<file path="config.mk">
export PLATFORM = sky130hd
export DESIGN_NAME = leaf_user_rx_port_flat
export DESIGN_NICKNAME = d
export VERILOG_FILES = /design/src/rtl/leaf_user_rx_port_if.sv /design/src/rtl/leaf_user_rx_port.sv /design/src/flat_wrapper.sv
export SDC_FILE = /design/constraint.sdc
export NUM_CORES = 1
export LEC_CHECK = 0
export CORE_ASPECT_RATIO = 1.1
export CORE_MARGIN = 3
export CORE_UTILIZATION = 30
export CTS_CLUSTER_DIAMETER = 120
export CTS_CLUSTER_SIZE = 25
export DETAILED_ROUTE_END_ITERATION = 10
export PLACE_DENSITY = 0.52
export SYNTH_ARGS = -nofsm -noshare
export SYNTH_HDL_FRONTEND = slang
export SYNTH_SLANG_ARGS = --single-unit
export TNS_END_PERCENT = 20
</file>
<file path="constraint.sdc">
create_clock -name clk_user -period 2.84 [get_ports clk_user]
set_clock_uncertainty 0.15 [all_clocks]
set_input_delay 0.71 -clock clk_user [delete_from_list [all_inputs] [get_ports clk_user]]
set_output_delay 0.71 -clock clk_user [all_outputs]
set_load 0.01 [all_outputs]
</file>
<file path="src/rtl/leaf_user_rx_port_if.sv">
// Leaf-interface receive handshake plus the FWFT stream toward the user kernel.
// The receiver port uses the slave modport; whoever drives the leaf side and consumes the stream uses master.
interface leaf_user_rx_port_if #(
    parameter int PAYLOAD_BITS = 32
);
    logic [PAYLOAD_BITS-1:0] dout_leaf_interface2user;
    logic                    vld_interface2user;
    logic                    ack_user2interface;
    logic [PAYLOAD_BITS-1:0] out_data;
    logic                    out_valid;
    logic                    out_ready;

    modport slave (
        input  dout_leaf_interface2user,
        input  vld_interface2user,
        output ack_user2interface,
        output out_data,
        output out_valid,
        input  out_ready
    );

    modport master (
        output dout_leaf_interface2user,
        output vld_interface2user,
        input  ack_user2interface,
        input  out_data,
        input  out_valid,
        output out_ready
    );
endinterface

</file>
<file path="src/rtl/leaf_user_rx_port.sv">
// User-side receiver for one leaf-interface output port: small FWFT FIFO between the
// leaf vld/ack handshake and the kernel valid/ready stream, with a wrapping accepted-word counter.
module leaf_user_rx_port #(
    parameter int PAYLOAD_BITS = 32,
    parameter int DEPTH        = 4,
    parameter int ADDR_BITS    = 2
) (
    input  logic                 clk_user,
    input  logic                 reset_n,
    leaf_user_rx_port_if.slave   bus,
    input  logic                 i_flush,
    output logic [31:0]          o_word_count
);
    localparam logic [ADDR_BITS:0] L_FULL  = (ADDR_BITS+1)'(DEPTH);
    localparam logic [ADDR_BITS:0] L_EMPTY = '0;

    logic [PAYLOAD_BITS-1:0] r_mem [DEPTH];
    logic [ADDR_BITS:0]      r_count;
    logic [ADDR_BITS-1:0]    r_wr_ptr;
    logic [ADDR_BITS-1:0]    r_rd_ptr;
    logic [31:0]             r_word_count;

    logic [ADDR_BITS:0]      w_count_next;
    logic [ADDR_BITS-1:0]    w_wr_ptr_next;
    logic [ADDR_BITS-1:0]    w_rd_ptr_next;
    logic                    w_push;
    logic                    w_pop;
    logic                    w_ack;
    logic                    w_valid;

    // Handshake flags come only from the registered count, so kernel ready never reaches ack.
    assign w_ack   = (r_count != L_FULL);
    assign w_valid = (r_count != L_EMPTY);
    assign w_push  = bus.vld_interface2user && w_ack;
    assign w_pop   = w_valid && bus.out_ready;

    assign bus.ack_user2interface = w_ack;
    assign bus.out_valid          = w_valid;
    assign bus.out_data           = r_mem[r_rd_ptr];
    assign o_word_count           = r_word_count;

    always_comb begin
        w_count_next  = r_count;
        w_wr_ptr_next = r_wr_ptr;
        w_rd_ptr_next = r_rd_ptr;
        if (i_flush) begin
            // Flush wins over any same-cycle push or pop; that pushed word is dropped.
            w_count_next  = '0;
            w_wr_ptr_next = '0;
            w_rd_ptr_next = '0;
        end else begin
            if (w_push) begin
                w_wr_ptr_next = r_wr_ptr + 1'b1;
            end
            if (w_pop) begin
                w_rd_ptr_next = r_rd_ptr + 1'b1;
            end
            case ({w_push, w_pop})
                2'b10:   w_count_next = r_count + 1'b1;
                2'b01:   w_count_next = r_count - 1'b1;
                default: w_count_next = r_count;
            endcase
        end
    end

    always_ff @(posedge clk_user or negedge reset_n) begin
        if (!reset_n) begin
            r_count      <= '0;
            r_wr_ptr     <= '0;
            r_rd_ptr     <= '0;
            r_word_count <= '0;
        end else begin
            r_count  <= w_count_next;
            r_wr_ptr <= w_wr_ptr_next;
            r_rd_ptr <= w_rd_ptr_next;
            if (w_push) begin
                r_word_count <= r_word_count + 32'd1;
            end
        end
    end

    // Storage carries no reset; a slot is only read after it has been written.
    always_ff @(posedge clk_user) begin
        if (w_push) begin
            r_mem[r_wr_ptr] <= bus.dout_leaf_interface2user;
        end
    end
endmodule

</file>
<file path="src/flat_wrapper.sv">
// flat-port wrapper written by rule: the top's interface ports become plain ports
module leaf_user_rx_port_flat 
#(
    parameter int PAYLOAD_BITS = 32,
    parameter int DEPTH        = 4,
    parameter int ADDR_BITS    = 2
)
  (clk_user, reset_n, i_flush, o_word_count, bus_dout_leaf_interface2user, bus_vld_interface2user, bus_ack_user2interface, bus_out_data, bus_out_valid, bus_out_ready);
  leaf_user_rx_port_if #(.PAYLOAD_BITS(PAYLOAD_BITS)) bus_i ();
  input  logic clk_user;
  input  logic reset_n;
  input  logic i_flush;
  output logic [31:0] o_word_count;
  input wire logic [$bits(bus_i.dout_leaf_interface2user)-1:0] bus_dout_leaf_interface2user;
  input wire logic [$bits(bus_i.vld_interface2user)-1:0] bus_vld_interface2user;
  output wire logic [$bits(bus_i.ack_user2interface)-1:0] bus_ack_user2interface;
  output wire logic [$bits(bus_i.out_data)-1:0] bus_out_data;
  output wire logic [$bits(bus_i.out_valid)-1:0] bus_out_valid;
  input wire logic [$bits(bus_i.out_ready)-1:0] bus_out_ready;
  assign bus_i.dout_leaf_interface2user = bus_dout_leaf_interface2user;
  assign bus_i.vld_interface2user = bus_vld_interface2user;
  assign bus_ack_user2interface = bus_i.ack_user2interface;
  assign bus_out_data = bus_i.out_data;
  assign bus_out_valid = bus_i.out_valid;
  assign bus_i.out_ready = bus_out_ready;
  leaf_user_rx_port #(.PAYLOAD_BITS(PAYLOAD_BITS), .DEPTH(DEPTH), .ADDR_BITS(ADDR_BITS)) u_core (.clk_user(clk_user), .reset_n(reset_n), .bus(bus_i), .i_flush(i_flush), .o_word_count(o_word_count));
endmodule
</file>
==> results of run 1 <==
==> per-stage QoR <==
step	instance area, sq um	power (mW)	setup TNS, ps	worst slack [ps]
after floorplan	6580	4.06	0	624
after global placement	8090	4.98	0	204
after detailed placement	8090	5.00	0	229
after CTS	8750	7.52	-386	-77.2
after global routing	8770	7.76	-110	-96.4
final	8770	7.37	-8.10	-8.10
==> metal layers <==
metal	GRT usage, %	wire [microns]	up-vias
li1	-	-	1619
met1	15.7	6080	1835
met2	19.3	6550	109
met3	4.35	843	11
met4	3.05	119	0
met5	0	0	-
==> cell usage after synthesis, types with 2 or more instances <==
cell      number  share of area, %
nand3_1       10              0.76
ha_1           5              0.95
xnor2_1       11               1.5
nand2_1       13              0.74
nor3_1         8              0.61
and3_1         9              0.86
xor2_1        23               3.1
and4_1         4              0.53
and2_1         2              0.19
clkbuf_1       5              0.29
mux4_2        32                11
edfxtp_1     128                58
buf_2          6              0.46
nand4_2        2              0.38
mux2_1         2              0.34
inv_1          7              0.40
nor2_1        11              0.63
dfrtp_1       39                15
nor4_2         7               1.3
mux2i_1        2              0.30
nor4_1         5              0.48
==> what timing repair did <==
item / CTS / global route
setup endpoints to repair: 32 / 10
setup buffers: 5 / 0
gates resized for setup: 71 / 8
cloned: 2 / 0
==> area by class of cell <==
class,instances,area (sq um)
fillers,1989,12700
clock buffers,17,425
inverters,8,30.0
clock inverters,15,223
repair buffers,121,1220
well taps,290,363
multi-input cells,161,1690
flip-flops and latches,167,4820
==> power by group <==
group / switching [mW] / internal (mW)
Combinational: 0.804 / 1.02
Sequential: 0.146 / 2.93
Clock: 0.977 / 1.50
Total: 1.93 / 5.45
==> placed cells by master (no fill, tap or decap), types with 5 or more instances in the layout <==
cell and n:
and3_1 5, buf_12 6, buf_2 14, buf_4 10, clkbuf_16 17, clkdlybuf4s50_1 71, dfrtp_1 37, dlygate4sd2_1 9
dlymetal6s2s_1 5, edfxtp_1 128, ha_1 5, inv_1 7, mux4_2 32, nand2_1 13, nand3_1 10, nor2_1 11
nor3_1 8, nor4_1 5, nor4_2 7, xnor2_1 11, xor2_1 23
==> kinds of logic (layout without fill, tap and decap cells) <==
| family | count (synthesis) | after routing |
|---|---|---|
| compound gates | 6 | 6 |
| xor+xnor | 34 | 34 |
| fa+ha+maj | 6 | 6 |
| buf+inv | 20 | 161 |
| flops | 167 | 167 |
| mux | 36 | 36 |
| simple gates | 79 | 79 |
==> state kept, by name, summed over array words and instances, names as in the netlist <==
signal	count
u_core.o_word_count	32
u_core.r_count	3
u_core.r_mem	128
u_core.r_rd_ptr	2
u_core.r_wr_ptr	2
==> path summary, 6_finish.rpt <==
| kind | end | cells after the start | startpoint |
|---|---|---|---|
| max | bus_out_data[5] | 3 | u_core.r_rd_ptr[0]$_DFFE_PN0P_ |
| min | u_core.o_word_count[31]$_DFFE_PN0P_ | 1 | u_core.o_word_count[31]$_DFFE_PN0P_ |
| max reg2reg | u_core.r_count[2]$_DFFE_PN0P_ | 6 | u_core.r_count[0]$_DFFE_PN0P_ |
| min reg2reg | u_core.o_word_count[31]$_DFFE_PN0P_ | 1 | u_core.o_word_count[31]$_DFFE_PN0P_ |
| max in group asynchronous | u_core.r_rd_ptr[0]$_DFFE_PN0P_ | 2 | reset_n |
| min in group asynchronous | u_core.o_word_count[31]$_DFFE_PN0P_ | 2 | reset_n |
==> worst max-delay path: stages, from the launching register on <==
cell	delay, ps
dfrtp_2	420
buf_8	170
mux4_2	500
clkdlybuf4s50_1	490
==> flow_metrics.tcl, run 1 <==
set metrics [dict create \
    p_leak_nw 3.23 \
    htreeDepth 4 \
    avgSynthCellArea_sq_um 18.9 \
    die_height_microns 161 \
    antenna_found_initial 0 \
    synth_top_family_by_area "multiplexers" \
    critPathLaunchType "flip-flop" \
    grt_usage_pct 12.0 \
    yosysUniqueCellTypes 38 \
    worst_pin_slew_ps 527 \
    finalCriticalPeriod_ps 2850 \
    ant_nets 0 \
    path_max_fanout 8 \
    clock.fmax_mhz 351 \
    syn-num-nets 391 \
    endpoint_kind "output pin" \
    synth-seq-cells 167 \
    r2r_slack_ps 610 \
    portBuffers 102 \
    synthMuxAreaShare_pct 11.6 \
    clk_latency_ps 420 \
    cts-root-buf "clkbuf_16" \
    holdBufCountCts 0 \
    io_pins 103 \
    utilization_pct 40.9 \
    synth-warning-count 0 \
    hold_class "reg2reg" \
    postSynth.asyncResetShare_pct 23.4 \
    cts_buffers 17 \
    die_area_sq_um 23800 \
    finalMaxSlewViolations 0 \
    rsz0062_at_grt "true" \
    grt_pass1_wl_microns 21900 \
    cp.required_ps 1980 \
    start_util_pct 30.7 \
    status "complete, but fails checks" \
    fp-row-count 56 \
    synth_edf_count 128 \
    fp.dieW_microns 147 \
    postRouteWirelength_microns 13600 \
    synth.yosys.seq_area_share_pct 73.2 \
    via_count 3574 \
    grt.overflow.total 0 \
    avgViaCountPerCell 4.59 \
    period_share_pct 100 \
    relSlewSlack_pct 64.3 \
    drt-pass1-iter-count 4 \
    antenna_cells 0 \
    area_growth_pct 33.2 \
    dpl.hpwl_microns 8520 \
    cts_tree "built" \
    gp_congestion 0.781 \
    final_cell_count_no_fill 779 \
    synth_xor_area_share_pct 4.52 \
    grt_start_max_net_pins 40 \
    drc 0 \
    powerDensity_nw_per_um2 841 \
    core_sq_um 21400 \
    vdd_drop_max_mv 0.399 \
    synth-compound-area-share_pct 0.646 \
    drt_iter0_markers 169 \
    fin_ws_ps -8.10 \
    grt_pass1_vias 3885 \
    fin_hold_ws_ps 333 \
    arrival_ps 1990 \
    violations "setup timing" \
    synth_area_sq_um 6580 \
    clkTransAtPathRegs_ps 70 \
    clock_path_buffers 2 \
    synthesis.instances 348 \
    synth-simple-area-share_pct 7.51 \
    drive_gt1_share_pct 23.7 \
    synthAdderAreaFrac_pct 1.25 \
    cts.sinks 167 \
    wl_per_cell_microns 17.4 \
    path_class "reg2out" \
    fin_nets 519 \
    drv_cap 0 \
    synthFlopType "edfxtp_1" \
    hold_viol 0 \
    setup_viol 1 \
    dp_cells 740 \
]
(Power assumes the default switching activity.)
==> inputs of run 2 (changes only) <==
--- a/config.mk
+++ b/config.mk
@@ -7,11 +7,12 @@
 export LEC_CHECK = 0
 export CORE_ASPECT_RATIO = 1.1
 export CORE_MARGIN = 3
-export CORE_UTILIZATION = 30
+export CORE_UTILIZATION = 50
 export CTS_CLUSTER_DIAMETER = 120
 export CTS_CLUSTER_SIZE = 25
 export DETAILED_ROUTE_END_ITERATION = 10
-export PLACE_DENSITY = 0.52
+export PLACE_DENSITY = 0.77
+export SLEW_MARGIN = 15
 export SYNTH_ARGS = -nofsm -noshare
 export SYNTH_HDL_FRONTEND = slang
 export SYNTH_SLANG_ARGS = --single-unit
==> run 2 against run 1 <==
The run now ends clean. Sequential share of layout area grew 0.76 points. Die area fell by 39%. Hold slack better by 9.9 ps. Via count increased by 1.5%. Final cell count down 17%. Final area down 1.4%. Non-clock buffer count up 1. Setup slack gained 71 ps. Largest cell class unchanged. Highest routed layer unchanged.
==> flow_metrics.tcl, run 2 (synthesis gave the netlist of run 1 again) <==
set metrics [dict create \
    top_register "u_core.r_mem" \
    dpl.hpwl_microns 8140 \
    path_class "reg2out" \
    rsz0062_at_grt "false" \
    critPathLaunchType "flip-flop" \
    avgViaCountPerCell 5.60 \
    ant_nets 0 \
    finalMaxSlewViolations 0 \
    final_cell_count_no_fill 647 \
    cts_tree "built" \
    drv_cap 0 \
    hold_class "reg2reg" \
    grt_pass1_vias 3757 \
    drive_gt1_share_pct 20.6 \
    clk_latency_ps 420 \
    relSlewSlack_pct 60.4 \
    cts.sinks 167 \
    antenna_found_initial 0 \
    multiInputGateArea_sq_um 1690 \
    cts_buffers 17 \
    powerDensity_nw_per_um2 852 \
    fin_nets 520 \
    setup_viol 0 \
    clock.fmax_mhz 360 \
    grt_start_max_net_pins 33 \
    io_pins 103 \
    grt_usage_pct 18.6 \
    finalCriticalPeriod_ps 2780 \
    critPathMaxStageDelay_ps 500 \
    fp.dieW_microns 115 \
    grt.overflow.total 0 \
    drt-pass1-iter-count 5 \
    gp_congestion 0.825 \
    vdd_drop_max_mv 0.481 \
    endpoint_kind "output pin" \
    n_fill_cell 855 \
    area_growth_pct 31.4 \
    crit_chain "buf_4, buf_12, mux4_2, dlygate4sd2_1" \
    die_area_sq_um 14600 \
    core_sq_um 12800 \
    final_common_cell "edfxtp_1" \
    cp.required_ps 1980 \
    cpLargestDelayFamily "buffers and inverters" \
    ff_latch_area_sq_um 4820 \
    wl_per_cell_microns 19.6 \
    postRouteWirelength_microns 12700 \
    start_util_pct 51.6 \
    clock_path_buffers 2 \
    p_leak_nw 3.20 \
    portBuffers 102 \
    mostFrequentLayoutCells "128 x edfxtp_1, 70 x clkdlybuf4s50_1, 37 x dfrtp_1" \
    worst-path-buf-inv 3 \
    status "finished clean" \
    hold_viol 0 \
    htreeDepth 4 \
    drt_iter0_markers 238 \
    largest_reg_flops 128 \
    grt_pass1_wl_microns 20400 \
    period_share_pct 97.8 \
    via_count 3626 \
    dp_cells 609 \
    crit_slowest_cell "mux4_2" \
    path_max_fanout 6 \
    die_height_microns 126 \
    antenna_cells 0 \
    worst_pin_slew_ps 593 \
    cts-root-buf "clkbuf_16" \
    totalNegativeSetupSlack_ps 0 \
    holdBufCountCts 0 \
    arrival_ps 1920 \
    drc 0 \
    fp-row-count 43 \
    clkTransAtPathRegs_ps 60 \
]
run 2: per-layer routing:
layer  global-route usage, %  wire length [microns]
met1                    24.2                   5420
met2                    29.2                   6230
met3                    6.87                    865
met4                    6.08                    171
met5                       0                      0
run 2: what timing repair did:
action                     CTS  global route
cloned                       2             0
resized for setup           33             6
buffers inserted             4             0
setup endpoints to repair   32             6
run 2: metrics by stage:
stage          utilization [%]  setup slack [ps]  hold WS, ps  cell area (sq um)  power [mW]
6_report                  67.8              63.2          343               8650        7.37
5_1_grt                   67.8              3.27          358               8650        7.69
4_1_cts                   67.7              2.93          347               8640        7.44
3_5_place_dp              62.3               182          330               7950        5.01
3_3_place_gp              62.3               216          325               7950        4.96
2_1_floorplan                -               624          264               6580        4.06
run 2: final cells by class:
type	instances	share of cell area (%)
flip-flops and latches	167	55.7
repair buffers	122	14.8
clock inverters	13	2.26
clock buffers	19	5.00
inverters	8	0.347
multi-input cells	161	19.6
well taps	157	2.27
run 2: worst reg2reg max path: stages, from the launching register on:
cell and delay (ps):
dfrtp_1 470, nor3b_4 300, inv_2 140, a21oi_2 290
fa_1 250, mux2i_1 200, mux2_1 330
run 2: power by group:
| part | total (mW) | switching (mW) | leakage (nW) | internal, mW |
|---|---|---|---|---|
| Combinational | 1.86 | 0.799 | 1.22 | 1.06 |
| Sequential | 3.09 | 0.159 | 1.68 | 2.93 |
| Clock | 2.41 | 0.931 | 0.294 | 1.48 |
| Total | 7.37 | 1.89 | 3.20 | 5.48 |
run 2: worst paths after layout:
path | startpoint | endpoint | slack, ps | depth (start not counted)
max in group asynchronous | reset_n | u_core.r_rd_ptr[0]$_DFFE_PN0P_ | 1470 | 2
hold reg to reg | u_core.o_word_count[31]$_DFFE_PN0P_ | u_core.o_word_count[31]$_DFFE_PN0P_ | 340 | 1
hold / removal | u_core.o_word_count[31]$_DFFE_PN0P_ | u_core.o_word_count[31]$_DFFE_PN0P_ | 340 | 1
setup reg to reg | u_core.r_count[1]$_DFFE_PN0P_ | u_core.r_count[2]$_DFFE_PN0P_ | 590 | 6
setup / recovery | u_core.r_rd_ptr[0]$_DFFE_PN0P_ | bus_out_data[8] | 60 | 4
min in group asynchronous | reset_n | u_core.o_word_count[29]$_DFFE_PN0P_ | 510 | 1
==> inputs of run 3 (changes only) <==
==> constraint.sdc (replaced) <==
create_clock -name clk_user -period 2.84 [get_ports clk_user]
set_clock_uncertainty 0.15 [all_clocks]
set_input_delay 0.568 -clock clk_user [delete_from_list [all_inputs] [get_ports clk_user]]
set_output_delay 0.568 -clock clk_user [all_outputs]
set_load 0.01 [all_outputs]
==> run 3 against run 2 <==
Global-route usage up 0.25 points. Critical path depth unchanged. Final area about the same. Fmax up 0.78%. Count of clock-buffer cells in the layout unchanged. First-iteration DRC count unchanged. Total power about the same. Via count down 1.1%. Combinational power down 4%. Sequential power about the same. Largest power group unchanged.
==> flow_metrics.tcl, run 3 (synthesis gave the netlist of run 1 again) <==
set metrics [dict create \
    vdd_drop_max_mv 0.445 \
    finalMaxSlewViolations 0 \
    swShare_pct 25.1 \
    critPathLaunchType "flip-flop" \
    cp.required_ps 2120 \
    cts_tree "built" \
    cts.sinks 167 \
    clock_path_buffers 2 \
    dp_slack_ps 258 \
    final_common_cell "edfxtp_1" \
    endpoint_kind "output pin" \
    core_sq_um 12800 \
    antenna_cells 0 \
    finalCriticalPeriod_ps 2760 \
    grt_pass1_vias 3812 \
    cts-root-buf "clkbuf_16" \
    drc 0 \
    largest_reg_flops 128 \
    relSlewSlack_pct 66.8 \
    drive_gt1_share_pct 19.5 \
    switching_power_mw 1.85 \
    fp-row-count 43 \
    grt_start_max_net_pins 40 \
    hold_viol 0 \
    die_height_microns 126 \
    postRouteWirelength_microns 12900 \
    drt_iter0_markers 238 \
    avgViaCountPerCell 5.57 \
    grt_usage_pct 18.8 \
    totalNegativeSetupSlack_ps 0 \
    placed_area_sq_um 7900 \
    period_share_pct 97.0 \
    pwr-share-seq_pct 42.2 \
    fin_area_sq_um 8650 \
    die_area_sq_um 14600 \
    p_clk_share_pct 33.4 \
    portBuffers 102 \
    clk_latency_ps 410 \
    ant_nets 0 \
    io_pins 103 \
    antenna_found_initial 0 \
    clock.fmax_mhz 363 \
    fin_ws_ps 84.7 \
    p_comb_share_pct 24.3 \
    worst_pin_slew_ps 499 \
    p_int_mw 5.52 \
    fin_nets 517 \
    status "finished clean" \
    via_count 3587 \
    dp_cells 607 \
    fp.dieW_microns 115 \
    total_power_mw 7.36 \
    final_cell_count_no_fill 644 \
    start_util_pct 51.6 \
    mostFrequentLayoutCells "128 x edfxtp_1, 70 x clkdlybuf4s50_1, 37 x dfrtp_1" \
    path_max_fanout 11 \
    setup_viol 0 \
    dpl.hpwl_microns 8060 \
    p_leak_nw 3.38 \
    gp_congestion 0.770 \
    drt-pass1-iter-count 4 \
    rsz0062_at_grt "false" \
    top_register "u_core.r_mem" \
    grt.overflow.total 0 \
    grt_pass1_wl_microns 20500 \
    wl_per_cell_microns 20.1 \
    path_class "reg2out" \
    arrival_ps 2040 \
    htreeDepth 4 \
    clkTransAtPathRegs_ps 60 \
    area_growth_pct 31.4 \
    powerDensity_nw_per_um2 852 \
    drv_cap 0 \
    hold_class "reg2reg" \
    cts_buffers 17 \
]
## run 3: final timing paths
path / from / end / slack [ps] / cells after the start
hold reg to reg: u_core.o_word_count[12]$_DFFE_PN0P_ / u_core.o_word_count[12]$_DFFE_PN0P_ / 330 / 1
setup reg to reg: u_core.r_count[1]$_DFFE_PN0P_ / u_core.r_count[2]$_DFFE_PN0P_ / 600 / 6
setup / recovery: u_core.r_rd_ptr[0]$_DFFE_PN0P_ / bus_out_data[15] / 80 / 4
min in group asynchronous: reset_n / u_core.o_word_count[21]$_DFFE_PN0P_ / 440 / 2
hold / removal: u_core.o_word_count[12]$_DFFE_PN0P_ / u_core.o_word_count[12]$_DFFE_PN0P_ / 330 / 1
max in group asynchronous: reset_n / u_core.r_rd_ptr[1]$_DFFE_PN0P_ / 1710 / 2
## run 3: power by group through the flow
stage	sequential, mW	clock (mW)	combinational, mW
after floorplan	3.11	0	0.953
after global routing	3.14	2.61	1.94
final	3.11	2.46	1.79
after CTS	3.11	2.51	1.86
after detailed placement	3.15	0	1.82
after global placement	3.13	0	1.80
## run 3: metal layers
layer / track usage, % / wire length [microns] / up-vias
met5: 0 / 0 / -
met4: 8.29 / 267 / 0
met3: 6.63 / 833 / 19
met2: 28.4 / 6290 / 121
met1: 24.9 / 5520 / 1838
li1: - / - / 1609
## run 3: final cells by class
cell class / instances / area (sq um)
flip-flops and latches: 167 / 4820
clock buffers: 19 / 433
inverters: 8 / 30.0
well taps: 157 / 196
multi-input cells: 161 / 1690
repair buffers: 119 / 1280
clock inverters: 13 / 201
fillers: 816 / 4100
## run 3: through the flow
| stage | utilization, % | hold WS, ps |
|---|---|---|
| after floorplan | - | 122 |
| after global placement | 61.9 | 326 |
| after detailed placement | 61.9 | 321 |
| after CTS | 67.1 | 340 |
| after global routing | 67.8 | 352 |
| final | 67.8 | 334 |
## run 3: worst max-delay path, stage by stage, from the launching register on
cell and delay [ps]:
dfrtp_2 480, buf_12 190, buf_4 120, mux4_2 510
dlygate4sd2_1 300
## run 3: what timing repair did
item                       4_1_cts  5_1_grt
gates cloned                     1        0
gates resized for setup          8       26
hold buffers                     0        0
setup buffers                    1        3
setup endpoints to repair       22       26
